`src/rtl/axi4_to_ahb_bridge_pkg.sv`:
```
// Shared types and constants for the single-outstanding AXI4 to AHB-Lite bridge.
package axi4_to_ahb_bridge_pkg;

  typedef enum logic [1:0] {
    IDLE = 2'd0,
    ADDR = 2'd1,
    DATA = 2'd2,
    RESP = 2'd3
  } axi2ahb_state_t;

  localparam logic [1:0] RESP_OKAY     = 2'b00;
  localparam logic [1:0] RESP_SLVERR   = 2'b10;
  localparam logic [1:0] HTRANS_IDLE   = 2'b00;
  localparam logic [1:0] HTRANS_NONSEQ = 2'b10;

  // Only the low three address bits matter for naturally aligned 1..8 byte accesses.
  function automatic logic is_misaligned(input logic [2:0] addr_lo, input logic [1:0] size);
    logic mis;
    case (size)
      2'd1:    mis = addr_lo[0];
      2'd2:    mis = |addr_lo[1:0];
      2'd3:    mis = |addr_lo[2:0];
      default: mis = 1'b0;
    endcase
    return mis;
  endfunction

endpackage

```
`src/rtl/axi4_to_ahb_bridge_if.sv`:
```
// AXI4 slave port and AHB-Lite master port of the bridge as one bundle.
// Modports are named from the AXI side: slave = the bridge, master = the core/fabric environment.
interface axi4_to_ahb_bridge_if #(parameter int TAG = 1);

  logic           axi_awvalid, axi_awready;
  logic [TAG-1:0] axi_awid;
  logic [31:0]    axi_awaddr;
  logic [2:0]     axi_awsize, axi_awprot;
  logic [7:0]     axi_awlen;
  logic [1:0]     axi_awburst;

  logic           axi_wvalid, axi_wready, axi_wlast;
  logic [63:0]    axi_wdata;
  logic [7:0]     axi_wstrb;

  logic           axi_bvalid, axi_bready;
  logic [1:0]     axi_bresp;
  logic [TAG-1:0] axi_bid;

  logic           axi_arvalid, axi_arready;
  logic [TAG-1:0] axi_arid;
  logic [31:0]    axi_araddr;
  logic [2:0]     axi_arsize, axi_arprot;
  logic [7:0]     axi_arlen;
  logic [1:0]     axi_arburst;

  logic           axi_rvalid, axi_rready, axi_rlast;
  logic [TAG-1:0] axi_rid;
  logic [63:0]    axi_rdata;
  logic [1:0]     axi_rresp;

  logic [31:0]    ahb_haddr;
  logic [2:0]     ahb_hburst, ahb_hsize;
  logic           ahb_hmastlock, ahb_hwrite;
  logic [3:0]     ahb_hprot;
  logic [1:0]     ahb_htrans;
  logic [63:0]    ahb_hwdata, ahb_hrdata;
  logic           ahb_hready, ahb_hresp;

  modport slave (
    input  axi_awvalid, axi_awid, axi_awaddr, axi_awsize, axi_awprot, axi_awlen, axi_awburst,
    output axi_awready,
    input  axi_wvalid, axi_wdata, axi_wstrb, axi_wlast,
    output axi_wready,
    output axi_bvalid, axi_bresp, axi_bid,
    input  axi_bready,
    input  axi_arvalid, axi_arid, axi_araddr, axi_arsize, axi_arprot, axi_arlen, axi_arburst,
    output axi_arready,
    output axi_rvalid, axi_rid, axi_rdata, axi_rresp, axi_rlast,
    input  axi_rready,
    output ahb_haddr, ahb_hburst, ahb_hmastlock, ahb_hprot, ahb_hsize, ahb_htrans,
    output ahb_hwrite, ahb_hwdata,
    input  ahb_hrdata, ahb_hready, ahb_hresp
  );

  modport master (
    output axi_awvalid, axi_awid, axi_awaddr, axi_awsize, axi_awprot, axi_awlen, axi_awburst,
    input  axi_awready,
    output axi_wvalid, axi_wdata, axi_wstrb, axi_wlast,
    input  axi_wready,
    input  axi_bvalid, axi_bresp, axi_bid,
    output axi_bready,
    output axi_arvalid, axi_arid, axi_araddr, axi_arsize, axi_arprot, axi_arlen, axi_arburst,
    input  axi_arready,
    input  axi_rvalid, axi_rid, axi_rdata, axi_rresp, axi_rlast,
    output axi_rready,
    input  ahb_haddr, ahb_hburst, ahb_hmastlock, ahb_hprot, ahb_hsize, ahb_htrans,
    input  ahb_hwrite, ahb_hwdata,
    output ahb_hrdata, ahb_hready, ahb_hresp
  );

endinterface

```
`src/rtl/axi4_to_ahb_bridge_arb.sv`:
```
// Two-requester round-robin arbiter (write vs read) remembering the last winner.
module axi4_to_ahb_bridge_arb (
  input  logic clk,
  input  logic rst,
  input  logic wr_req,
  input  logic rd_req,
  input  logic update,
  output logic grant_wr,
  output logic grant_rd
);

  logic last_rd_q;

  // Under contention the side that did not win last time gets the grant.
  assign grant_wr = wr_req & (~rd_req | last_rd_q);
  assign grant_rd = rd_req & ~grant_wr;

  always_ff @(posedge clk) begin
    if (rst) begin
      last_rd_q <= 1'b1;
    end else if (update) begin
      last_rd_q <= grant_rd;
    end
  end

endmodule

```
`src/rtl/axi4_to_ahb_bridge.sv`:
```
// Single-outstanding AXI4 slave to AHB-Lite master bridge, 64-bit data, single-beat only.
// Define AXI4_TO_AHB_ALIGN_CHK_EN to answer misaligned commands with SLVERR without touching AHB.
module axi4_to_ahb_bridge #(
  parameter int TAG = 1
) (
  input logic              clk,
  input logic              rst,
  axi4_to_ahb_bridge_if.slave bus
);
  import axi4_to_ahb_bridge_pkg::*;

  axi2ahb_state_t state_q, state_d;

  logic           wr_req, rd_req, grant_wr, grant_rd, accept;
  logic [31:0]    cmd_addr;
  logic [1:0]     cmd_size;
  logic           cmd_misaligned;

  logic [TAG-1:0] id_q;
  logic [31:0]    addr_q;
  logic [1:0]     size_q;
  logic           write_q;
  logic           prot_instr_q;
  logic [63:0]    wdata_q;
  logic [63:0]    rdata_q;
  logic           err_q;
  logic           resp_done;

  assign wr_req = bus.axi_awvalid & bus.axi_wvalid;
  assign rd_req = bus.axi_arvalid;

  axi4_to_ahb_bridge_arb u_arb (
    .clk      (clk),
    .rst      (rst),
    .wr_req   (wr_req),
    .rd_req   (rd_req),
    .update   (accept),
    .grant_wr (grant_wr),
    .grant_rd (grant_rd)
  );

  assign accept   = (state_q == IDLE) & (grant_wr | grant_rd);
  assign cmd_addr = grant_wr ? bus.axi_awaddr : bus.axi_araddr;
  assign cmd_size = grant_wr ? bus.axi_awsize[1:0] : bus.axi_arsize[1:0];

`ifdef AXI4_TO_AHB_ALIGN_CHK_EN
  assign cmd_misaligned = is_misaligned(cmd_addr[2:0], cmd_size);
`else
  assign cmd_misaligned = 1'b0;
`endif

  assign resp_done = write_q ? bus.axi_bready : bus.axi_rready;

  always_ff @(posedge clk) begin
    if (rst) begin
      state_q <= IDLE;
    end else begin
      state_q <= state_d;
    end
  end

  always_comb begin
    state_d = state_q;
    case (state_q)
      IDLE:    if (accept) state_d = cmd_misaligned ? RESP : ADDR;
      ADDR:    if (bus.ahb_hready) state_d = DATA;
      DATA:    if (bus.ahb_hready) state_d = RESP;
      RESP:    if (resp_done) state_d = IDLE;
      default: state_d = IDLE;
    endcase
  end

  always_comb begin
    bus.axi_awready = 1'b0;
    bus.axi_wready  = 1'b0;
    bus.axi_arready = 1'b0;
    bus.axi_bvalid  = 1'b0;
    bus.axi_rvalid  = 1'b0;
    bus.axi_rlast   = 1'b0;
    bus.ahb_htrans  = HTRANS_IDLE;
    case (state_q)
      IDLE: begin
        bus.axi_awready = grant_wr;
        bus.axi_wready  = grant_wr;
        bus.axi_arready = grant_rd;
      end
      ADDR: bus.ahb_htrans = HTRANS_NONSEQ;
      RESP: begin
        bus.axi_bvalid = write_q;
        bus.axi_rvalid = ~write_q;
        bus.axi_rlast  = ~write_q;
      end
      default: ;
    endcase
  end

  // One-entry command buffer; rdata is cleared at acceptance so a rejected read returns zero.
  always_ff @(posedge clk) begin
    if (rst) begin
      id_q         <= '0;
      addr_q       <= '0;
      size_q       <= '0;
      write_q      <= 1'b0;
      prot_instr_q <= 1'b0;
      wdata_q      <= '0;
      rdata_q      <= '0;
      err_q        <= 1'b0;
    end else if (accept) begin
      id_q         <= grant_wr ? bus.axi_awid : bus.axi_arid;
      addr_q       <= cmd_addr;
      size_q       <= cmd_size;
      write_q      <= grant_wr;
      prot_instr_q <= grant_wr ? bus.axi_awprot[2] : bus.axi_arprot[2];
      wdata_q      <= bus.axi_wdata;
      rdata_q      <= '0;
      err_q        <= cmd_misaligned;
    end else if ((state_q == DATA) && bus.ahb_hready) begin
      err_q <= bus.ahb_hresp;
      if (!write_q) begin
        rdata_q <= bus.ahb_hrdata;
      end
    end
  end

  assign bus.ahb_haddr     = addr_q;
  assign bus.ahb_hsize     = {1'b0, size_q};
  assign bus.ahb_hwrite    = write_q;
  assign bus.ahb_hprot     = {2'b00, 1'b1, ~prot_instr_q};
  assign bus.ahb_hwdata    = wdata_q;
  assign bus.ahb_hburst    = 3'b000;
  assign bus.ahb_hmastlock = 1'b0;

  assign bus.axi_bresp = err_q ? RESP_SLVERR : RESP_OKAY;
  assign bus.axi_rresp = err_q ? RESP_SLVERR : RESP_OKAY;
  assign bus.axi_bid   = id_q;
  assign bus.axi_rid   = id_q;
  assign bus.axi_rdata = rdata_q;

  logic unused_bus;
  assign unused_bus = ^{bus.axi_awlen, bus.axi_awburst, bus.axi_awsize[2], bus.axi_awprot[1:0],
                        bus.axi_arlen, bus.axi_arburst, bus.axi_arsize[2], bus.axi_arprot[1:0],
                        bus.axi_wstrb, bus.axi_wlast};

endmodule

```
`src/flat_wrapper.sv`:
```
// flat-port wrapper written by rule: the top's interface ports become plain ports
module axi4_to_ahb_bridge_flat import axi4_to_ahb_bridge_pkg::*;
#(
  parameter int TAG = 1
)
  (clk, rst, bus_axi_awvalid, bus_axi_awid, bus_axi_awaddr, bus_axi_awsize, bus_axi_awprot, bus_axi_awlen, bus_axi_awburst, bus_axi_awready, bus_axi_wvalid, bus_axi_wdata, bus_axi_wstrb, bus_axi_wlast, bus_axi_wready, bus_axi_bvalid, bus_axi_bresp, bus_axi_bid, bus_axi_bready, bus_axi_arvalid, bus_axi_arid, bus_axi_araddr, bus_axi_arsize, bus_axi_arprot, bus_axi_arlen, bus_axi_arburst, bus_axi_arready, bus_axi_rvalid, bus_axi_rid, bus_axi_rdata, bus_axi_rresp, bus_axi_rlast, bus_axi_rready, bus_ahb_haddr, bus_ahb_hburst, bus_ahb_hmastlock, bus_ahb_hprot, bus_ahb_hsize, bus_ahb_htrans, bus_ahb_hwrite, bus_ahb_hwdata, bus_ahb_hrdata, bus_ahb_hready, bus_ahb_hresp);
  axi4_to_ahb_bridge_if #(.TAG(TAG)) bus_i ();
  input logic clk;
  input logic rst;
  input wire logic [$bits(bus_i.axi_awvalid)-1:0] bus_axi_awvalid;
  input wire logic [$bits(bus_i.axi_awid)-1:0] bus_axi_awid;
  input wire logic [$bits(bus_i.axi_awaddr)-1:0] bus_axi_awaddr;
  input wire logic [$bits(bus_i.axi_awsize)-1:0] bus_axi_awsize;
  input wire logic [$bits(bus_i.axi_awprot)-1:0] bus_axi_awprot;
  input wire logic [$bits(bus_i.axi_awlen)-1:0] bus_axi_awlen;
  input wire logic [$bits(bus_i.axi_awburst)-1:0] bus_axi_awburst;
  output wire logic [$bits(bus_i.axi_awready)-1:0] bus_axi_awready;
  input wire logic [$bits(bus_i.axi_wvalid)-1:0] bus_axi_wvalid;
  input wire logic [$bits(bus_i.axi_wdata)-1:0] bus_axi_wdata;
  input wire logic [$bits(bus_i.axi_wstrb)-1:0] bus_axi_wstrb;
  input wire logic [$bits(bus_i.axi_wlast)-1:0] bus_axi_wlast;
  output wire logic [$bits(bus_i.axi_wready)-1:0] bus_axi_wready;
  output wire logic [$bits(bus_i.axi_bvalid)-1:0] bus_axi_bvalid;
  output wire logic [$bits(bus_i.axi_bresp)-1:0] bus_axi_bresp;
  output wire logic [$bits(bus_i.axi_bid)-1:0] bus_axi_bid;
  input wire logic [$bits(bus_i.axi_bready)-1:0] bus_axi_bready;
  input wire logic [$bits(bus_i.axi_arvalid)-1:0] bus_axi_arvalid;
  input wire logic [$bits(bus_i.axi_arid)-1:0] bus_axi_arid;
  input wire logic [$bits(bus_i.axi_araddr)-1:0] bus_axi_araddr;
  input wire logic [$bits(bus_i.axi_arsize)-1:0] bus_axi_arsize;
  input wire logic [$bits(bus_i.axi_arprot)-1:0] bus_axi_arprot;
  input wire logic [$bits(bus_i.axi_arlen)-1:0] bus_axi_arlen;
  input wire logic [$bits(bus_i.axi_arburst)-1:0] bus_axi_arburst;
  output wire logic [$bits(bus_i.axi_arready)-1:0] bus_axi_arready;
  output wire logic [$bits(bus_i.axi_rvalid)-1:0] bus_axi_rvalid;
  output wire logic [$bits(bus_i.axi_rid)-1:0] bus_axi_rid;
  output wire logic [$bits(bus_i.axi_rdata)-1:0] bus_axi_rdata;
  output wire logic [$bits(bus_i.axi_rresp)-1:0] bus_axi_rresp;
  output wire logic [$bits(bus_i.axi_rlast)-1:0] bus_axi_rlast;
  input wire logic [$bits(bus_i.axi_rready)-1:0] bus_axi_rready;
  output wire logic [$bits(bus_i.ahb_haddr)-1:0] bus_ahb_haddr;
  output wire logic [$bits(bus_i.ahb_hburst)-1:0] bus_ahb_hburst;
  output wire logic [$bits(bus_i.ahb_hmastlock)-1:0] bus_ahb_hmastlock;
  output wire logic [$bits(bus_i.ahb_hprot)-1:0] bus_ahb_hprot;
  output wire logic [$bits(bus_i.ahb_hsize)-1:0] bus_ahb_hsize;
  output wire logic [$bits(bus_i.ahb_htrans)-1:0] bus_ahb_htrans;
  output wire logic [$bits(bus_i.ahb_hwrite)-1:0] bus_ahb_hwrite;
  output wire logic [$bits(bus_i.ahb_hwdata)-1:0] bus_ahb_hwdata;
  input wire logic [$bits(bus_i.ahb_hrdata)-1:0] bus_ahb_hrdata;
  input wire logic [$bits(bus_i.ahb_hready)-1:0] bus_ahb_hready;
  input wire logic [$bits(bus_i.ahb_hresp)-1:0] bus_ahb_hresp;
  assign bus_i.axi_awvalid = bus_axi_awvalid;
  assign bus_i.axi_awid = bus_axi_awid;
  assign bus_i.axi_awaddr = bus_axi_awaddr;
  assign bus_i.axi_awsize = bus_axi_awsize;
  assign bus_i.axi_awprot = bus_axi_awprot;
  assign bus_i.axi_awlen = bus_axi_awlen;
  assign bus_i.axi_awburst = bus_axi_awburst;
  assign bus_axi_awready = bus_i.axi_awready;
  assign bus_i.axi_wvalid = bus_axi_wvalid;
  assign bus_i.axi_wdata = bus_axi_wdata;
  assign bus_i.axi_wstrb = bus_axi_wstrb;
  assign bus_i.axi_wlast = bus_axi_wlast;
  assign bus_axi_wready = bus_i.axi_wready;
  assign bus_axi_bvalid = bus_i.axi_bvalid;
  assign bus_axi_bresp = bus_i.axi_bresp;
  assign bus_axi_bid = bus_i.axi_bid;
  assign bus_i.axi_bready = bus_axi_bready;
  assign bus_i.axi_arvalid = bus_axi_arvalid;
  assign bus_i.axi_arid = bus_axi_arid;
  assign bus_i.axi_araddr = bus_axi_araddr;
  assign bus_i.axi_arsize = bus_axi_arsize;
  assign bus_i.axi_arprot = bus_axi_arprot;
  assign bus_i.axi_arlen = bus_axi_arlen;
  assign bus_i.axi_arburst = bus_axi_arburst;
  assign bus_axi_arready = bus_i.axi_arready;
  assign bus_axi_rvalid = bus_i.axi_rvalid;
  assign bus_axi_rid = bus_i.axi_rid;
  assign bus_axi_rdata = bus_i.axi_rdata;
  assign bus_axi_rresp = bus_i.axi_rresp;
  assign bus_axi_rlast = bus_i.axi_rlast;
  assign bus_i.axi_rready = bus_axi_rready;
  assign bus_ahb_haddr = bus_i.ahb_haddr;
  assign bus_ahb_hburst = bus_i.ahb_hburst;
  assign bus_ahb_hmastlock = bus_i.ahb_hmastlock;
  assign bus_ahb_hprot = bus_i.ahb_hprot;
  assign bus_ahb_hsize = bus_i.ahb_hsize;
  assign bus_ahb_htrans = bus_i.ahb_htrans;
  assign bus_ahb_hwrite = bus_i.ahb_hwrite;
  assign bus_ahb_hwdata = bus_i.ahb_hwdata;
  assign bus_i.ahb_hrdata = bus_ahb_hrdata;
  assign bus_i.ahb_hready = bus_ahb_hready;
  assign bus_i.ahb_hresp = bus_ahb_hresp;
  axi4_to_ahb_bridge #(.TAG(TAG)) u_core (.clk(clk), .rst(rst), .bus(bus_i));
endmodule
```
`config.mk`:
```
export PLATFORM = sky130hd
export DESIGN_NAME = axi4_to_ahb_bridge_flat
export DESIGN_NICKNAME = d
export VERILOG_FILES = /design/src/rtl/axi4_to_ahb_bridge_pkg.sv /design/src/rtl/axi4_to_ahb_bridge_if.sv /design/src/rtl/axi4_to_ahb_bridge_arb.sv /design/src/rtl/axi4_to_ahb_bridge.sv /design/src/flat_wrapper.sv
export SDC_FILE = /design/constraint.sdc
export NUM_CORES = 1
export LEC_CHECK = 0
export CORE_AREA = 3 3 168 170
export CTS_BUF_LIST = sky130_fd_sc_hd__clkbuf_8
export DETAILED_ROUTE_END_ITERATION = 10
export DIE_AREA = 0 0 171 173
export HOLD_SLACK_MARGIN = 0.15
export SYNTH_ARGS = -nofsm -noshare
export SYNTH_HDL_FRONTEND = slang
export SYNTH_HIERARCHICAL = 1
export SYNTH_SLANG_ARGS = --single-unit
```
`constraint.sdc`:
```
create_clock -name clk -period 3.5 [get_ports clk]
set_input_delay 0.35 -clock clk [delete_from_list [all_inputs] [get_ports clk]]
set_output_delay 0.35 -clock clk [all_outputs]
set_load 0.02 [all_outputs]
```
==> results of run 1 <==
## area by class of cell
type	count	area (sq um)
Timing Repair Buffer	392	3949
Fill cell	2692	15800
Clock buffer	18	247.7
Tap cell	341	426.7
Inverter	7	28.78
Clock inverter	13	161.4
Multi-Input combinational cell	536	2880
Sequential cell	169	3383
## per-stage QoR
stage | util, % | instances
2_1_floorplan | - | 787
3_3_place_gp | 39.69 | 1445
3_5_place_dp | 39.69 | 1445
4_1_cts | 41.22 | 1476
5_1_grt | 41.22 | 1476
6_report | 41.22 | 1476
## worst max-delay path, cell delays in order
cell and delay (ns):
clkdlybuf4s50_1 0.39, and2_1 0.20, a21boi_1 0.47, nand2_1 0.15
inv_1 0.09, clkdlybuf4s50_1 0.66
## registers in the layout, indices dropped and copies added (netlist names)
signal,flops
u_core/bus.ahb_hwdata,64
u_core/bus.axi_rdata,64
u_core/bus.ahb_haddr,32
u_core/size_q,2
u_core/state_q,2
u_core/bus.ahb_hwrite,1
u_core/bus.axi_bid,1
u_core/err_q,1
u_core/prot_instr_q,1
u_core/u_arb/last_rd_q,1
## logic make-up (layout without fill, tap and decap cells)
kind of cell | count (synthesis) | in the layout | synth area share [%]
simple gates | 310 | 310 | 17.99
compound gates | 173 | 173 | 17.55
flops | 169 | 169 | 50.36
buf+inv | 82 | 430 | 7.580
mux | 38 | 38 | 5.662
fa+ha+maj | 4 | 4 | 0.7450
other cells | 2 | 11 | 0.1118
## path summary, 6_finish.rpt
path                                                        startpoint  cells after the start                                      to
worst min-delay path                                               rst                      3   u_core/bus.axi_rdata[32]$_SDFFE_PP0P_
worst max-delay path                                   bus_axi_awvalid                      6                         bus_axi_arready
worst max register to register          u_core/state_q[0]$_SDFFE_PP0P_                      6   u_core/bus.axi_rdata[13]$_SDFFE_PP0P_
worst min register to register  u_core/bus.ahb_hwdata[33]$_SDFFE_PP0P_                      2  u_core/bus.ahb_hwdata[33]$_SDFFE_PP0P_
## layout by cell type (no fill, tap or decap), types with 3 or more instances in the layout
cell / synthesis / routed
inv_6: 0 / 5
buf_4: 35 / 6
a21oi_1: 130 / 130
clkbuf_8: 0 / 18
mux2i_1: 38 / 38
nor2_1: 37 / 37
inv_1: 6 / 6
conb_1: 2 / 11
nand2b_1: 4 / 3
buf_12: 0 / 4
ha_1: 4 / 4
clkdlybuf4s50_1: 0 / 382
dfxtp_1: 169 / 169
a211oi_2: 36 / 36
nand2_1: 259 / 259
## power by group
part / leakage, nW / internal, mW / total (mW) / switching, mW
clock: 0.206 / 0.675 / 1.48 / 0.801
combinational: 2.30 / 1.27 / 2.91 / 1.64
sequential: 1.38 / 2.28 / 2.47 / 0.185
total: 3.89 / 4.23 / 6.86 / 2.63
## per-layer routing
| layer | vias to the layer above | part of all wire, % |
|---|---|---|
| met5 | - | 0.031 |
| met4 | 2 | 1.1 |
| met3 | 17 | 10 |
| met2 | 268 | 46 |
| met1 | 2776 | 42 |
| li1 | 3206 | - |
==> flow_metrics.env, run 1 <==
export IMPL_yosysWarningCount=6
export IMPL_leakage_nw=3.885
export IMPL_hp_class="input pin to flop"
export IMPL_routedWlPerCell_um=15.22
export IMPL_grt_use_met2_pct=24.48
export IMPL_synth_edf_count=0
export IMPL_dr_pass1_iters=4
export IMPL_ys_top_cells_by_count="nand2_1 (259), dfxtp_1 (169), a21oi_1 (130), mux2i_1 (38), nor2_1 (37)"
export IMPL_cap_violations=0
export IMPL_grt_pass1_wl_um=34110
export IMPL_cts_setup_buffers=0
export IMPL_antennaDiodeCount=0
export IMPL_cts_buffer_depth=2
export IMPL_post_route_period_util_pct=76.01
export IMPL_hold_viol=0
export IMPL_place_congestion=0.7290
export IMPL_place_ws_ns=0.7827
export IMPL_via_per_inst=4.247
export IMPL_row_count=60
export IMPL_ys_ff_latch=169
export IMPL_grt_use_met3_pct=6.333
export IMPL_die_x_um=171
export IMPL_core_sq_um=26880
export IMPL_fin_nets=1371
export IMPL_layout_setup_ws_ns=0.8396
export IMPL_start_util_pct=25.00
export IMPL_seq_area_frac_synth_pct=50.36
export IMPL_detailed_place_hpwl_um=16250
export IMPL_holdBufCountCts=0
export IMPL_die_area_sq_um=29580
export IMPL_cts_root_buf="clkbuf_8"
export IMPL_rrSetupSlack_ns=1.43
export IMPL_grt_max_degree=67
export IMPL_areaGrowthSynthToFinish_pct=64.89
export IMPL_cts_inserted_buffers=17
export IMPL_setup_tns_ns=0
export IMPL_rsz0062_at_grt="no"
export IMPL_peakVddDrop_uv=246.9
export IMPL_fin_skew_ns=0.01645
export IMPL_grtUsageMet1_pct=16.93
export IMPL_critPathRequiredTime_ns=3.15
export IMPL_busiest_layer="met2"
export IMPL_setup_viol_count_final=0
export IMPL_yosysMostFrequentCell="nand2_1"
export IMPL_slew_limit_headroom_pct=44.84
export IMPL_post_dp_cell_area_sq_um=10670
export IMPL_drc=0
export IMPL_cellPowerDensity_nw_per_um2=618.9
export IMPL_grtUsageTotal_pct=14.51
export IMPL_ys_top_cells_by_area="dfxtp_1 (50%), nand2_1 (14%), a21oi_1 (9.7%), a211oi_2 (6.7%), mux2i_1 (5.7%)"
export IMPL_outcome="finished, final reports clean"
export IMPL_synth_cells=778
export IMPL_grt_pass1_vias=6251
export IMPL_ant_nets=0
export IMPL_vias=6269
export IMPL_end_kind="primary output"
export IMPL_antenna_found_initial=1
export IMPL_totalPowerFinal_mw=6.856
export IMPL_syn_area_sq_um=6718
export IMPL_async_reset_ff_share_pct=0
export IMPL_dieHeight_um=173
export IMPL_clkSinkCount=169
export IMPL_synth_largest_area_cell="dfxtp_1"
export IMPL_report_final_slew_viol_count=0
export IMPL_worstSkewPairLatency_ns=0.45
export IMPL_initialDrtViolationCount=287
export IMPL_worst_slew_pin_slew_ns=0.8248
export IMPL_cts_resized=0
export IMPL_stdcell_area_sq_um=11080
export IMPL_h_tree_depth=4
export IMPL_synth_area_per_cell_sq_um=8.635
export IMPL_clk_pin_slew_ns=0.10
export IMPL_synth_cell_types=31
export IMPL_period_needed_ns=2.660
export IMPL_cts_tree="done"
export IMPL_portBuffers=383
export IMPL_overflow=0
export IMPL_path_class="input pin to primary output"
export IMPL_io_pins=430
export IMPL_clock_fmax_ghz=0.3759
export IMPL_drive_gt1_share_pct=7.489
export IMPL_crit_arrival_ns=2.31
export IMPL_synth_top_area_share_pct=50.36
export IMPL_cp_start_kind="input pin"
export IMPL_wirelength_um=22470
export IMPL_path_max_fanout=4
export IMPL_synthFlopType="dfxtp_1"
export IMPL_holdWs_ns=0.3707
Power figures use the tool's default switching activity.
==> run 2, diff against run 1 <==
==> constraint.sdc (replaced) <==
create_clock -name clk -period 2.45 [get_ports clk]
set_input_delay 0.245 -clock clk [delete_from_list [all_inputs] [get_ports clk]]
set_output_delay 0.245 -clock clk [all_outputs]
set_load 0.02 [all_outputs]
==> flow_metrics.env, run 2 (synthesized netlist as in run 1, its figures left out) <==
export IMPL_outcome="finished, final reports clean"
export IMPL_grtUsageTotal_pct=14.82
export IMPL_final_common_cell="clkdlybuf4s50_1"
export IMPL_dieHeight_um=173
export IMPL_clkSinkCount=169
export IMPL_peakVddDrop_uv=351.8
export IMPL_cellPowerDensity_nw_per_um2=887.2
export IMPL_post_route_period_util_pct=95.06
export IMPL_end_kind="primary output"
export IMPL_ant_nets=0
export IMPL_setup_viol_count_final=0
export IMPL_cts_inserted_buffers=17
export IMPL_worstSkewPairLatency_ns=0.44
export IMPL_min_from="rst"
export IMPL_grt_pass1_vias=6443
export IMPL_crit_arrival_ns=2.08
export IMPL_fin_cells=1485
export IMPL_setup_tns_ns=0
export IMPL_cts_setup_buffers=0
export IMPL_vias=6424
export IMPL_r2r_start="u_core/u_arb/last_rd_q$_SDFFE_PP1P_"
export IMPL_cp_start_kind="input pin"
export IMPL_dr_pass1_iters=4
export IMPL_r2r_end="u_core/bus.ahb_haddr[9]$_SDFFE_PP0P_"
export IMPL_io_pins=430
export IMPL_antenna_found_initial=1
export IMPL_fin_skew_ns=0.01657
export IMPL_placedCellCount=1453
export IMPL_leakage_nw=3.968
export IMPL_portBuffers=383
export IMPL_hold_viol=0
export IMPL_report_final_slew_viol_count=0
export IMPL_detailed_place_hpwl_um=16830
export IMPL_combPwrFrac_pct=43.3
export IMPL_path_max_fanout=3
export IMPL_p_sw_share_pct=38.85
export IMPL_wirelength_um=22910
export IMPL_most_common_layout_cells="clkdlybuf4s50_1 (381), nand2_1 (259), dfxtp_1 (169), a21oi_1 (130), mux2i_1 (38)"
export IMPL_holdBufCountCts=0
export IMPL_cap_violations=0
export IMPL_hp_class="input pin to flop"
export IMPL_cts_root_buf="clkbuf_8"
export IMPL_power_switching_mw=3.860
export IMPL_clkPwrFrac_pct=21.2
export IMPL_cts_buffer_depth=2
export IMPL_clk_pin_slew_ns=0.09
export IMPL_critPathRequiredTime_ns=2.20
export IMPL_startpoint="bus_axi_awvalid"
export IMPL_grt_pass1_wl_um=35090
export IMPL_cts_tree="done"
export IMPL_row_count=60
export IMPL_areaGrowthSynthToFinish_pct=66.72
export IMPL_initialDrtViolationCount=269
export IMPL_overflow=0
export IMPL_clock_fmax_ghz=0.4294
export IMPL_start_util_pct=25.00
export IMPL_period_needed_ns=2.329
export IMPL_h_tree_depth=4
export IMPL_routedWlPerCell_um=15.43
export IMPL_die_area_sq_um=29580
export IMPL_r2r_cells=8
export IMPL_grt_max_degree=65
export IMPL_fin_nets=1379
export IMPL_drive_gt1_share_pct=8.217
export IMPL_drc=0
export IMPL_path_class="input pin to primary output"
export IMPL_place_congestion=0.7425
export IMPL_via_per_inst=4.326
export IMPL_core_sq_um=26880
export IMPL_seqPwrFrac_pct=35.5
export IMPL_rrSetupSlack_ns=0.66
export IMPL_rsz0062_at_grt="no"
export IMPL_antennaDiodeCount=0
export IMPL_die_x_um=171
export IMPL_crit_end="bus_axi_wready"
export IMPL_p_int_mw=6.076
run 2: cell count changes in the layout (fill, tap and decap cells not counted), sizes merged:
| cell | previous run | this run |
|---|---|---|
| clkinvlp | 1 | 0 |
| buf | 10 | 18 |
| bufinv | 2 | 1 |
| inv | 13 | 16 |
| dlymetal6s2s | 0 | 1 |
| clkdlybuf4s50 | 382 | 381 |
run 2: cell type report:
cell class	count	area (sq um)
well taps	341	426.7
repair buffers	400	4061
clock inverters	14	171.4
inverters	7	28.78
clock buffers	18	247.7
flip-flops and latches	169	3383
multi-input cells	536	2880
fillers	2736	15680
run 2: worst min-delay path by stage:
| stage | end | slack [ns] | depth (start not counted) |
|---|---|---|---|
| after floorplan | u_core/u_arb/last_rd_q$_SDFFE_PP1P_ | 0.34 | 1 |
| after global placement | u_core/bus.axi_rdata[39]$_SDFFE_PP0P_ | 0.44 | 2 |
| after detailed placement | u_core/bus.ahb_hwdata[56]$_SDFFE_PP0P_ | 0.45 | 2 |
| after CTS | u_core/bus.ahb_hwdata[61]$_SDFFE_PP0P_ | 0.21 | 2 |
| after global routing | u_core/bus.ahb_hwdata[61]$_SDFFE_PP0P_ | 0.21 | 2 |
| final | u_core/bus.ahb_hwrite$_SDFFE_PP0P_ | 0.24 | 2 |
run 2: per-layer routing:
metal / part of all wire [%] / vias up / global-route usage, %
met4: 0.92 / 2 / 2.817
li1: - / 3223 / -
met3: 11 / 12 / 6.630
met5: 0.074 / - / 0
met1: 41 / 2917 / 16.92
met2: 47 / 270 / 25.67
run 2: critical path, stage by stage:
cell,delay (ns)
clkdlybuf4s50_1,0.44
and2_1,0.23
a21boi_4,0.27
and2_1,0.25
clkdlybuf4s50_1,0.63
run 2: power by group through the flow:
stage / combinational (mW) / sequential [mW] / clock, mW
6_report: 4.31 / 3.53 / 2.10
3_5_place_dp: 4.37 / 3.59 / 0
2_1_floorplan: 1.91 / 4.17 / 0
4_1_cts: 4.39 / 3.53 / 2.22
5_1_grt: 4.66 / 3.60 / 2.33
3_3_place_gp: 4.35 / 3.57 / 0
run 2: per-stage QoR:
| stage | setup slack (ns) | total power, mW | utilization (%) | cell area, sq um | hold slack, ns |
|---|---|---|---|---|---|
| after floorplan | 0.6259 | 6.080 | - | 6751 | 0.3394 |
| final | 0.1210 | 9.936 | 41.67 | 11200 | 0.2424 |
| after CTS | 0.09438 | 10.14 | 41.66 | 11200 | 0.2147 |
| after global routing | 0.01041 | 10.59 | 41.67 | 11200 | 0.2122 |
| after global placement | 0.1063 | 7.920 | 40.10 | 10780 | 0.4404 |
| after detailed placement | 0.06803 | 7.965 | 40.10 | 10780 | 0.4457 |
run 2: timing repair:
action / CTS / global route
hold endpoints to repair: 0 / 0
resized for setup: 0 / 1
setup endpoints to repair: 0 / 1
==> run 3, diff against run 2 <==
==> constraint.sdc (replaced) <==
create_clock -name clk -period 2.79 [get_ports clk]
set_input_delay 0.279 -clock clk [delete_from_list [all_inputs] [get_ports clk]]
set_output_delay 0.279 -clock clk [all_outputs]
set_load 0.02 [all_outputs]
==> flow_metrics.env, run 3 (synthesized netlist as in run 1, its figures left out) <==
export IMPL_worst_path_buf_inv=3
export IMPL_worstSkewPairLatency_ns=0.45
export IMPL_startpoint="bus_axi_awvalid"
export IMPL_via_per_inst=4.331
export IMPL_cp_start_kind="input pin"
export IMPL_cts_buffer_depth=2
export IMPL_hold_viol=0
export IMPL_peakVddDrop_uv=344.2
export IMPL_slowest_delay_ns=0.65
export IMPL_cp_common_cell="clkdlybuf4s50_1"
export IMPL_cts_inserted_buffers=17
export IMPL_clkPwrFrac_pct=21.6
export IMPL_start_util_pct=25.00
export IMPL_routedWlPerCell_um=15.23
export IMPL_antenna_found_initial=1
export IMPL_place_congestion=0.7140
export IMPL_cp_slowest_cell="clkdlybuf4s50_1"
export IMPL_cts_root_buf="clkbuf_8"
export IMPL_p_sw_share_pct=38.97
export IMPL_die_area_sq_um=29580
export IMPL_path_max_fanout=4
export IMPL_slew_limit_headroom_pct=50.28
export IMPL_post_dp_cell_area_sq_um=10660
export IMPL_outcome="finished, final reports clean"
export IMPL_most_common_layout_cells="clkdlybuf4s50_1 (382), nand2_1 (259), dfxtp_1 (169), a21oi_1 (130), mux2i_1 (38)"
export IMPL_path_cells="clkdlybuf4s50_1 -> and2_1 -> a21boi_1 -> nand2_1 -> inv_1 -> clkdlybuf4s50_1"
export IMPL_cap_violations=0
export IMPL_initialDrtViolationCount=257
export IMPL_place_ws_ns=0.2453
export IMPL_portBuffers=383
export IMPL_io_pins=430
export IMPL_cts_tree="done"
export IMPL_grt_max_degree=137
export IMPL_period_needed_ns=2.473
export IMPL_min_from="rst"
export IMPL_layout_setup_ws_ns=0.3171
export IMPL_grt_pass1_wl_um=33650
export IMPL_detailed_place_hpwl_um=15940
export IMPL_stdcell_area_sq_um=11070
export IMPL_leakage_nw=3.887
export IMPL_end_kind="primary output"
export IMPL_dieHeight_um=173
export IMPL_combPwrFrac_pct=42.3
export IMPL_antennaDiodeCount=0
export IMPL_r2r_cells=6
export IMPL_hp_class="input pin to flop"
export IMPL_fin_nets=1371
export IMPL_overflow=0
export IMPL_cts_resized=0
export IMPL_post_route_period_util_pct=88.63
export IMPL_row_count=60
export IMPL_report_final_slew_viol_count=0
export IMPL_cts_setup_buffers=0
export IMPL_power_switching_mw=3.348
export IMPL_drc=0
export IMPL_cellPowerDensity_nw_per_um2=775.8
export IMPL_dr_pass1_iters=4
export IMPL_worst_slew_pin_slew_ns=0.7458
export IMPL_grt_pass1_vias=6108
export IMPL_clock_fmax_ghz=0.4044
export IMPL_seqPwrFrac_pct=36.1
export IMPL_setup_tns_ns=0
export IMPL_clkSinkCount=169
export IMPL_setup_viol_count_final=0
export IMPL_path_class="input pin to primary output"
export IMPL_path_delay_family="buffers and inverters"
export IMPL_crit_arrival_ns=2.19
export IMPL_critPathRequiredTime_ns=2.51
export IMPL_drive_gt1_share_pct=7.570
export IMPL_clk_pin_slew_ns=0.10
export IMPL_holdWs_ns=0.2583
export IMPL_utilization_pct=41.21
export IMPL_ant_nets=0
export IMPL_fin_skew_ns=0.01513
export IMPL_p_int_mw=5.244
export IMPL_wirelength_um=22490
export IMPL_holdBufCountCts=0
export IMPL_die_x_um=171
export IMPL_grtUsageTotal_pct=14.35
export IMPL_hold_depth=2
export IMPL_core_sq_um=26880
export IMPL_areaGrowthSynthToFinish_pct=64.85
export IMPL_r2r_start="u_core/u_arb/last_rd_q$_SDFFE_PP1P_"
export IMPL_final_common_cell="clkdlybuf4s50_1"
export IMPL_h_tree_depth=4
export IMPL_vias=6397
export IMPL_rsz0062_at_grt="no"
export IMPL_crit_cells=6
## run 3: cell count changes in the layout (fill, tap and decap cells not counted), sizes merged
cell           delta
clkdlybuf4s50     +1
buf               -8
dlymetal6s2s      -1
## run 3: worst paths after layout
path / to / slack [ns]
max: bus_axi_arready / 0.32
min: u_core/bus.ahb_hwrite$_SDFFE_PP0P_ / 0.26
max reg2reg: u_core/bus.ahb_haddr[3]$_SDFFE_PP0P_ / 0.89
min reg2reg: u_core/bus.ahb_hwdata[43]$_SDFFE_PP0P_ / 0.46
## run 3: power groups by stage
stage | Combinational (mW) | Clock [mW] | Sequential, mW
detailed placement | 3.69 | 0 | 3.15
global placement | 3.67 | 0 | 3.13
floorplan | 1.68 | 0 | 3.66
CTS | 3.70 | 1.95 | 3.10
global route | 3.93 | 2.05 | 3.17
finish | 3.64 | 1.86 | 3.10
## run 3: worst register-to-register path: stages, from the launching register on
cell and delay, ns:
dfxtp_1 0.34, a21boi_1 0.37, o21ai_4 0.14, inv_4 0.10, buf_12 0.41, nor2_1 0.27
a211oi_2 0.21
## run 3: area by class of cell
| type | instances | area [sq um] |
|---|---|---|
| Clock inverter | 14 | 171.4 |
| Sequential cell | 169 | 3383 |
| Inverter | 7 | 28.78 |
| Timing Repair Buffer | 392 | 3936 |
| Tap cell | 341 | 426.7 |
| Fill cell | 2726 | 15800 |
| Multi-Input combinational cell | 536 | 2880 |
| Clock buffer | 18 | 247.7 |
## run 3: through the flow
stage / std cells / total power [mW]
floorplan: 787 / 5.339
global placement: 1445 / 6.804
detailed placement: 1445 / 6.844
CTS: 1477 / 8.759
global route: 1477 / 9.153
finish: 1477 / 8.592
## run 3: layer usage
metal  GRT usage (%)  vias up  wire length (um)
met2           23.67      280             10320
met3           6.493       18              2534
met4           3.488        2               263
met1           17.03     2890              9360
met5               0        -                17
li1                -     3207                 -
